File: src/rtl/alu_issue.sv
// rtl/alu_issue.sv - Thumb ALU-instruction issue stage: decode, register file, writeback, flags
module alu_issue #(
    parameter int                DATA_W    = 32,
    parameter int                NREGS     = 8,
    parameter logic [DATA_W-1:0] RESET_VAL = '0
) (
    input  logic              i_clk,
    input  logic              i_rst_n,
    input  logic [15:0]       i_instr,
    input  logic              i_instr_valid,
    output logic              o_instr_ready,
    output logic [2:0]        o_alu_sel,
    output logic [DATA_W-1:0] o_alu_imm,
    output logic [DATA_W-1:0] o_alu_rn,
    input  logic [DATA_W-1:0] i_alu_result,
    input  logic [3:0]        i_alu_apsr,
    output logic [3:0]        o_apsr,
    output logic              o_done,
    output logic              o_illegal,
    input  logic [2:0]        i_dbg_addr,
    output logic [DATA_W-1:0] o_dbg_data
);
    typedef enum logic [1:0] {S_IDLE, S_DECODE, S_EXEC, S_WB} state_t;

    typedef struct packed {
        logic       legal;
        logic [2:0] sel;
        logic [2:0] rd;
        logic [2:0] rs;
        logic       wr;
        logic       fl;
    } dec_t;

    // rs is the register feeding o_alu_rn: Rd for the imm8 forms, Rm for MOV.
    function automatic dec_t decode(input logic [15:0] ins);
        dec_t d;
        d    = '0;
        d.rd = ins[10:8];
        d.rs = ins[10:8];
        case (ins[15:11])
            5'b00100: begin d.legal = 1'b1; d.sel = 3'b001; d.wr = 1'b1; d.fl = 1'b1; end
            5'b00101: begin d.legal = 1'b1; d.sel = 3'b101; d.wr = 1'b0; d.fl = 1'b1; end
            5'b00110: begin d.legal = 1'b1; d.sel = 3'b000; d.wr = 1'b1; d.fl = 1'b1; end
            5'b00111: begin d.legal = 1'b1; d.sel = 3'b101; d.wr = 1'b1; d.fl = 1'b1; end
            default: begin
                if (ins[15:8] == 8'h46 && ins[7:6] == 2'b00) begin
                    d.legal = 1'b1;
                    d.sel   = 3'b010;
                    d.rd    = ins[2:0];
                    d.rs    = ins[5:3];
                    d.wr    = 1'b1;
                    d.fl    = 1'b0;
                end
            end
        endcase
        return d;
    endfunction

    state_t            state_q, state_d;
    logic [15:0]       instr_q, instr_d;
    logic [2:0]        sel_q, sel_d;
    logic [DATA_W-1:0] imm_q, imm_d;
    logic [DATA_W-1:0] rn_q, rn_d;
    logic [DATA_W-1:0] res_q, res_d;
    logic [3:0]        flags_q, flags_d;
    logic [3:0]        apsr_q, apsr_d;
    logic              ready_q, ready_d;
    logic              done_q, done_d;
    logic              illegal_q, illegal_d;
    logic [DATA_W-1:0] regs_q [NREGS];
    logic [DATA_W-1:0] regs_d [NREGS];
    dec_t              dec_in, dec_cur;

    always_comb begin
        dec_in    = decode(i_instr);
        dec_cur   = decode(instr_q);
        state_d   = state_q;
        instr_d   = instr_q;
        sel_d     = sel_q;
        imm_d     = imm_q;
        rn_d      = rn_q;
        res_d     = res_q;
        flags_d   = flags_q;
        apsr_d    = apsr_q;
        regs_d    = regs_q;
        done_d    = 1'b0;
        illegal_d = 1'b0;
        case (state_q)
            S_IDLE: begin
                if (i_instr_valid) begin
                    instr_d   = i_instr;
                    state_d   = S_DECODE;
                    // Flagged at capture so the pulse lines up with the DECODE cycle.
                    illegal_d = !dec_in.legal;
                end
            end
            S_DECODE: begin
                if (dec_cur.legal) begin
                    sel_d   = dec_cur.sel;
                    imm_d   = DATA_W'(instr_q[7:0]);
                    rn_d    = regs_q[dec_cur.rs];
                    state_d = S_EXEC;
                end else begin
                    state_d = S_IDLE;
                end
            end
            S_EXEC: begin
                res_d   = i_alu_result;
                flags_d = i_alu_apsr;
                done_d  = 1'b1;
                state_d = S_WB;
            end
            S_WB: begin
                if (dec_cur.wr) regs_d[dec_cur.rd] = res_q;
                if (dec_cur.fl) apsr_d = flags_q;
                state_d = S_IDLE;
            end
            default: state_d = S_IDLE;
        endcase
        ready_d = (state_d == S_IDLE);
    end

    always_ff @(posedge i_clk or negedge i_rst_n) begin
        if (!i_rst_n) begin
            state_q   <= S_IDLE;
            instr_q   <= '0;
            sel_q     <= '0;
            imm_q     <= '0;
            rn_q      <= '0;
            res_q     <= '0;
            flags_q   <= '0;
            apsr_q    <= '0;
            ready_q   <= 1'b1;
            done_q    <= 1'b0;
            illegal_q <= 1'b0;
            for (int i = 0; i < NREGS; i++) regs_q[i] <= RESET_VAL;
        end else begin
            state_q   <= state_d;
            instr_q   <= instr_d;
            sel_q     <= sel_d;
            imm_q     <= imm_d;
            rn_q      <= rn_d;
            res_q     <= res_d;
            flags_q   <= flags_d;
            apsr_q    <= apsr_d;
            ready_q   <= ready_d;
            done_q    <= done_d;
            illegal_q <= illegal_d;
            regs_q    <= regs_d;
        end
    end

    assign o_instr_ready = ready_q;
    assign o_alu_sel     = sel_q;
    assign o_alu_imm     = imm_q;
    assign o_alu_rn      = rn_q;
    assign o_apsr        = apsr_q;
    assign o_done        = done_q;
    assign o_illegal     = illegal_q;
    assign o_dbg_data    = regs_q[i_dbg_addr];
endmodule
File: config.mk
export PLATFORM = sky130hd
export DESIGN_NAME = alu_issue
export DESIGN_NICKNAME = d
export VERILOG_FILES = /design/src/rtl/alu_issue.sv
export SDC_FILE = /design/constraint.sdc
export NUM_CORES = 1
export LEC_CHECK = 0
export BUFFER_PORTS_ARGS = -buffer_cell sky130_fd_sc_hd__buf_2
export CAP_MARGIN = 20
export CORE_UTILIZATION = 40
export CTS_CLUSTER_DIAMETER = 100
export DETAILED_ROUTE_END_ITERATION = 16
export PLACE_DENSITY = 0.6
export RECOVER_POWER = 50
export SYNTH_ARGS = -nofsm -noshare
export SYNTH_HDL_FRONTEND = slang
export SYNTH_SLANG_ARGS = --single-unit
File: constraint.sdc
create_clock -name i_clk -period 4.7 [get_ports i_clk]
set_input_delay 0.47 -clock i_clk [delete_from_list [all_inputs] [get_ports i_clk]]
set_output_delay 0.47 -clock i_clk [all_outputs]
set_load 0.05 [all_outputs]
==> qor.tcl <==
set qor(outcome) {finished with violations}
set qor(failed_checks) {max-capacitance violations, max-slew violations}
set qor(period_needed_ns) 3.59
set qor(remaining_design_rule_violation_count) 0
set qor(cts_buffers) 40
set qor(detailroute.via_count) 11480
set qor(achievable-frequency_mhz) 278
set qor(worst_setup_path_startpoint) {state_q[1]}
set qor(power.internal_mw) 6.83
set qor(cts_root_buffer) {sky130_fd_sc_hd__clkbuf_16}
set qor(maxSlewHeadroom) -0.872
set qor(number_of_max_slew_violations_in_the_final_report) 162
set qor(crit_slowest_cell) {sky130_fd_sc_hd__nor2b_1}
set qor(setup.worst_path.end_class) {register}
set qor(reg_to_reg_end) {res_q[11]}
set qor(grt_start_max_net_pins) 108
set qor(clock_tree.htree_level_count) 2
set qor(drt_first_iter_violations) 883
set qor(netlist_area_mm2) 0.0177
set qor(synth_area_per_cell_um2) 13.4
set qor(post-route-period-util) 0.764
set qor(hold_buffers) 0
set qor(tritoncts) {built}
set qor(setup_repair_after_global_routing_missed_its_margin) {no}
set qor(crit_reg_reg_startpoint) {state_q[1]}
set qor(setup_tns_ns) 0
set qor(layout.cells.non_filler) 2060
set qor(whs_ns) 0.139
set qor(dieArea_mm2) 0.0452
set qor(leading_cell_types_in_the_layout_fill_and_taps_excluded) {sky130_fd_sc_hd__mux2_2, sky130_fd_sc_hd__dfrtp_1, sky130_fd_sc_hd__nand2_1}
set qor(detail_route.wl_per_cell_um) 23.0
set qor(whs_path_depth) 2
set qor(place_ws_ns) 1.20
set qor(synth_warnings) 0
set qor(netSwitchingFraction) 0.375
set qor(setup.worst_path.class) {reg -> reg}
set qor(finalClockSkew_ns) 0.0134
set qor(timing.final.hold_violations) 0
set qor(dieHeight_um) 212
set qor(grt_pass1_wl_mm) 73.4
set qor(post_synth_num_cell_types) 46
set qor(timing.reg2reg.worst_path_depth) 3
set qor(capture_point_of_the_worst_path) {res_q[11]}
set qor(utilization) 0.467
set qor(design.core.area_mm2) 0.0434
set qor(cts.sink_count) 360
set qor(postCtsSetupRepairBufs) 0
set qor(power.density_cell_area_mw_per_mm2) 539
set qor(ant_nets) 0
set qor(critical_path.max_fanout) 22
set qor(worst_setup_path_start_kind) {register}
set qor(grt_overflow) 0
set qor(design.portCount) 164
set qor(switching_power_mw) 4.09
set qor(ctsResizeCount) 0
set qor(worst_pin_slew_ns) 2.81
set qor(routabilityCongestion) 0.807
set qor(cts.reportedPaths.clkPinSlew_ns) 0.06
set qor(antenna_found_initial) 0
set qor(syn-instance-count) 1321
set qor(synth-seq-cells) 360
set qor(max_capacitance_violation_count) 3
set qor(yosysSeqAreaShare) 0.508
set qor(place_inst) 1988
set qor(routed_via_density) 5.57
set qor(clock_latency_at_the_later_pin_of_the_worst_skew_pair_ns) 0.56
set qor(reg2reg_setup_slack_ns) 1.11
set qor(final_layout_size_suffix_gt1_frac) 0.452
set qor(layout_commonest_cell) {sky130_fd_sc_hd__mux2_2}
set qor(detailedRoute.firstPassIterationCount) 5
set qor(power_frac_comb) 0.294
set qor(ctsLongestPathBuffers) 3
set qor(setup_viol) 0
set qor(placementRows) 76
set qor(power.share.sequential) 0.416
set qor(critical_path.max_stage_delay_ns) 2.03
set qor(place_hpwl_mm) 28.5
set qor(floorplan.initialDensity) 0.409
set qor(worst_ep_required_time_ns) 5.13
set qor(holdCritPathClass) {in -> reg}
set qor(cellLeakagePower_nw) 9.53
set qor(final_net_count) 1503
set qor(drt_wl_total_mm) 47.3
set qor(first_global_vias) 11804
set qor(grt_use_total) 0.217
set qor(path_cells) {nor2b_1, buf_4, mux2_2}
set qor(diodes) 0
set qor(postLayoutSetupSlackWorst_ns) 1.11
set qor(irDropWorstVdd_mv) 0.297
set qor(die_width_um) 212
set qor(areaGrowthSynthToFinish_pct) 14.2
set qor(portBuffers) 139
set qor(clock_share_of_power) 0.291
set qor(crit_arrival_ns) 4.02
==> flip-flops by register name, summed over array words and instances, names as in the netlist <==
name	cells
res_q	32
state_q	2
o_done	1
regs_q	256
o_apsr	4
o_alu_sel	3
o_alu_imm	8
flags_q	4
o_instr_ready	1
o_illegal	1
instr_q	16
o_alu_rn	32
==> critical path, delay by kind of cell (launching register included) <==
| family | cells | cell delay, ns |
|---|---|---|
| and+or+nand+nor | 1 | 2.03 |
| buffers and inverters | 1 | 0.59 |
| DFF | 1 | 0.44 |
| muxes | 1 | 0.37 |
==> stage by stage <==
step                      power (mW)  area [um2]
after floorplan                 6.71       17800
after global placement          7.76       19000
after detailed placement        7.82       19000
after CTS                       11.1       20300
after global routing            11.5       20200
final                           10.9       20200
==> layer usage <==
| layer | global-route usage | vias to the layer above | share of wire | routed length (um) |
|---|---|---|---|---|
| met4 | 0.0724 | 0 | 0.027 | 1290 |
| met1 | 0.304 | 6020 | 0.46 | 21700 |
| met2 | 0.336 | 285 | 0.47 | 22000 |
| met5 | 0 | - | 0 | 0 |
| met3 | 0.0443 | 84 | 0.048 | 2250 |
| li1 | - | 5091 | - | - |
==> cell type report <==
class | count | area [um2]
Timing Repair Buffer | 175 | 971
Inverter | 5 | 18.8
Sequential cell | 360 | 9010
Multi-Input combinational cell | 863 | 8190
Tap cell | 585 | 732
Fill cell | 3978 | 23100
Clock buffer | 66 | 1240
Clock inverter | 6 | 87.6
==> power by group through the flow <==
stage                     clock [mW]  combinational [mW]  sequential (mW)
after global placement             0                3.21             4.55
after CTS                       3.27                3.26             4.53
after floorplan                    0                1.83             4.88
after detailed placement           0                3.24             4.57
final                           3.17                3.21             4.54
after global routing            3.39                3.43             4.66
==> kinds of logic after synthesis <==
group	after synthesis	share of synthesized area
AOI/OAI and AO/OA	105	0.0424
and+or+nand+nor	267	0.0745
DFF	360	0.508
buffers and inverters	121	0.0371
muxes	467	0.337
other	1	0.000212
==> cells in the mapped netlist (all sizes together) <==
cell type  instances  area share
or3b               1     0.00049
conb               1     0.00021
clkbuf            49       0.010
a32oi             11      0.0054
nor4b              2     0.00099
o2111a            11      0.0070
nand2b            14      0.0049
nor2b              4      0.0014
nor2               7      0.0015
nand3             23      0.0065
o21ai             11      0.0031
or4                2     0.00085
a2bb2oi            1     0.00049
or3                1     0.00035
o21a               1     0.00042
nand2            153       0.032
inv                5      0.0011
and3              22      0.0078
nor4               1     0.00035
dfstp              1      0.0015
buf               67       0.026
nor3b              2     0.00085
dfrtp            359        0.51
a41oi              2     0.00099
a31o               1     0.00049
nand4bb            1     0.00064
or4bb              1     0.00064
nor3              32       0.014
o41a               3      0.0019
a21oi             15      0.0042
a311o              1     0.00056
a31oi              2     0.00071
nand3b             1     0.00042
a21o               1     0.00042
o22ai             42       0.015
mux4              64       0.081
o31ai              1     0.00042
mux2             403        0.26
o41ai              2      0.0014
==> worst min-delay path by stage <==
stage,start,to,slack [ns]
4_1_cts,i_rst_n,res_q[3],0.009
3_5_place_dp,o_alu_imm[0],o_alu_imm[0],0.46
5_1_grt,i_alu_apsr[0],flags_q[0],0.11
3_3_place_gp,o_alu_imm[6],o_alu_imm[6],0.46
2_1_floorplan,i_rst_n,flags_q[0],0.17
6_report,i_alu_result[30],res_q[30],0.14
Power figures use the tool's default switching activity.
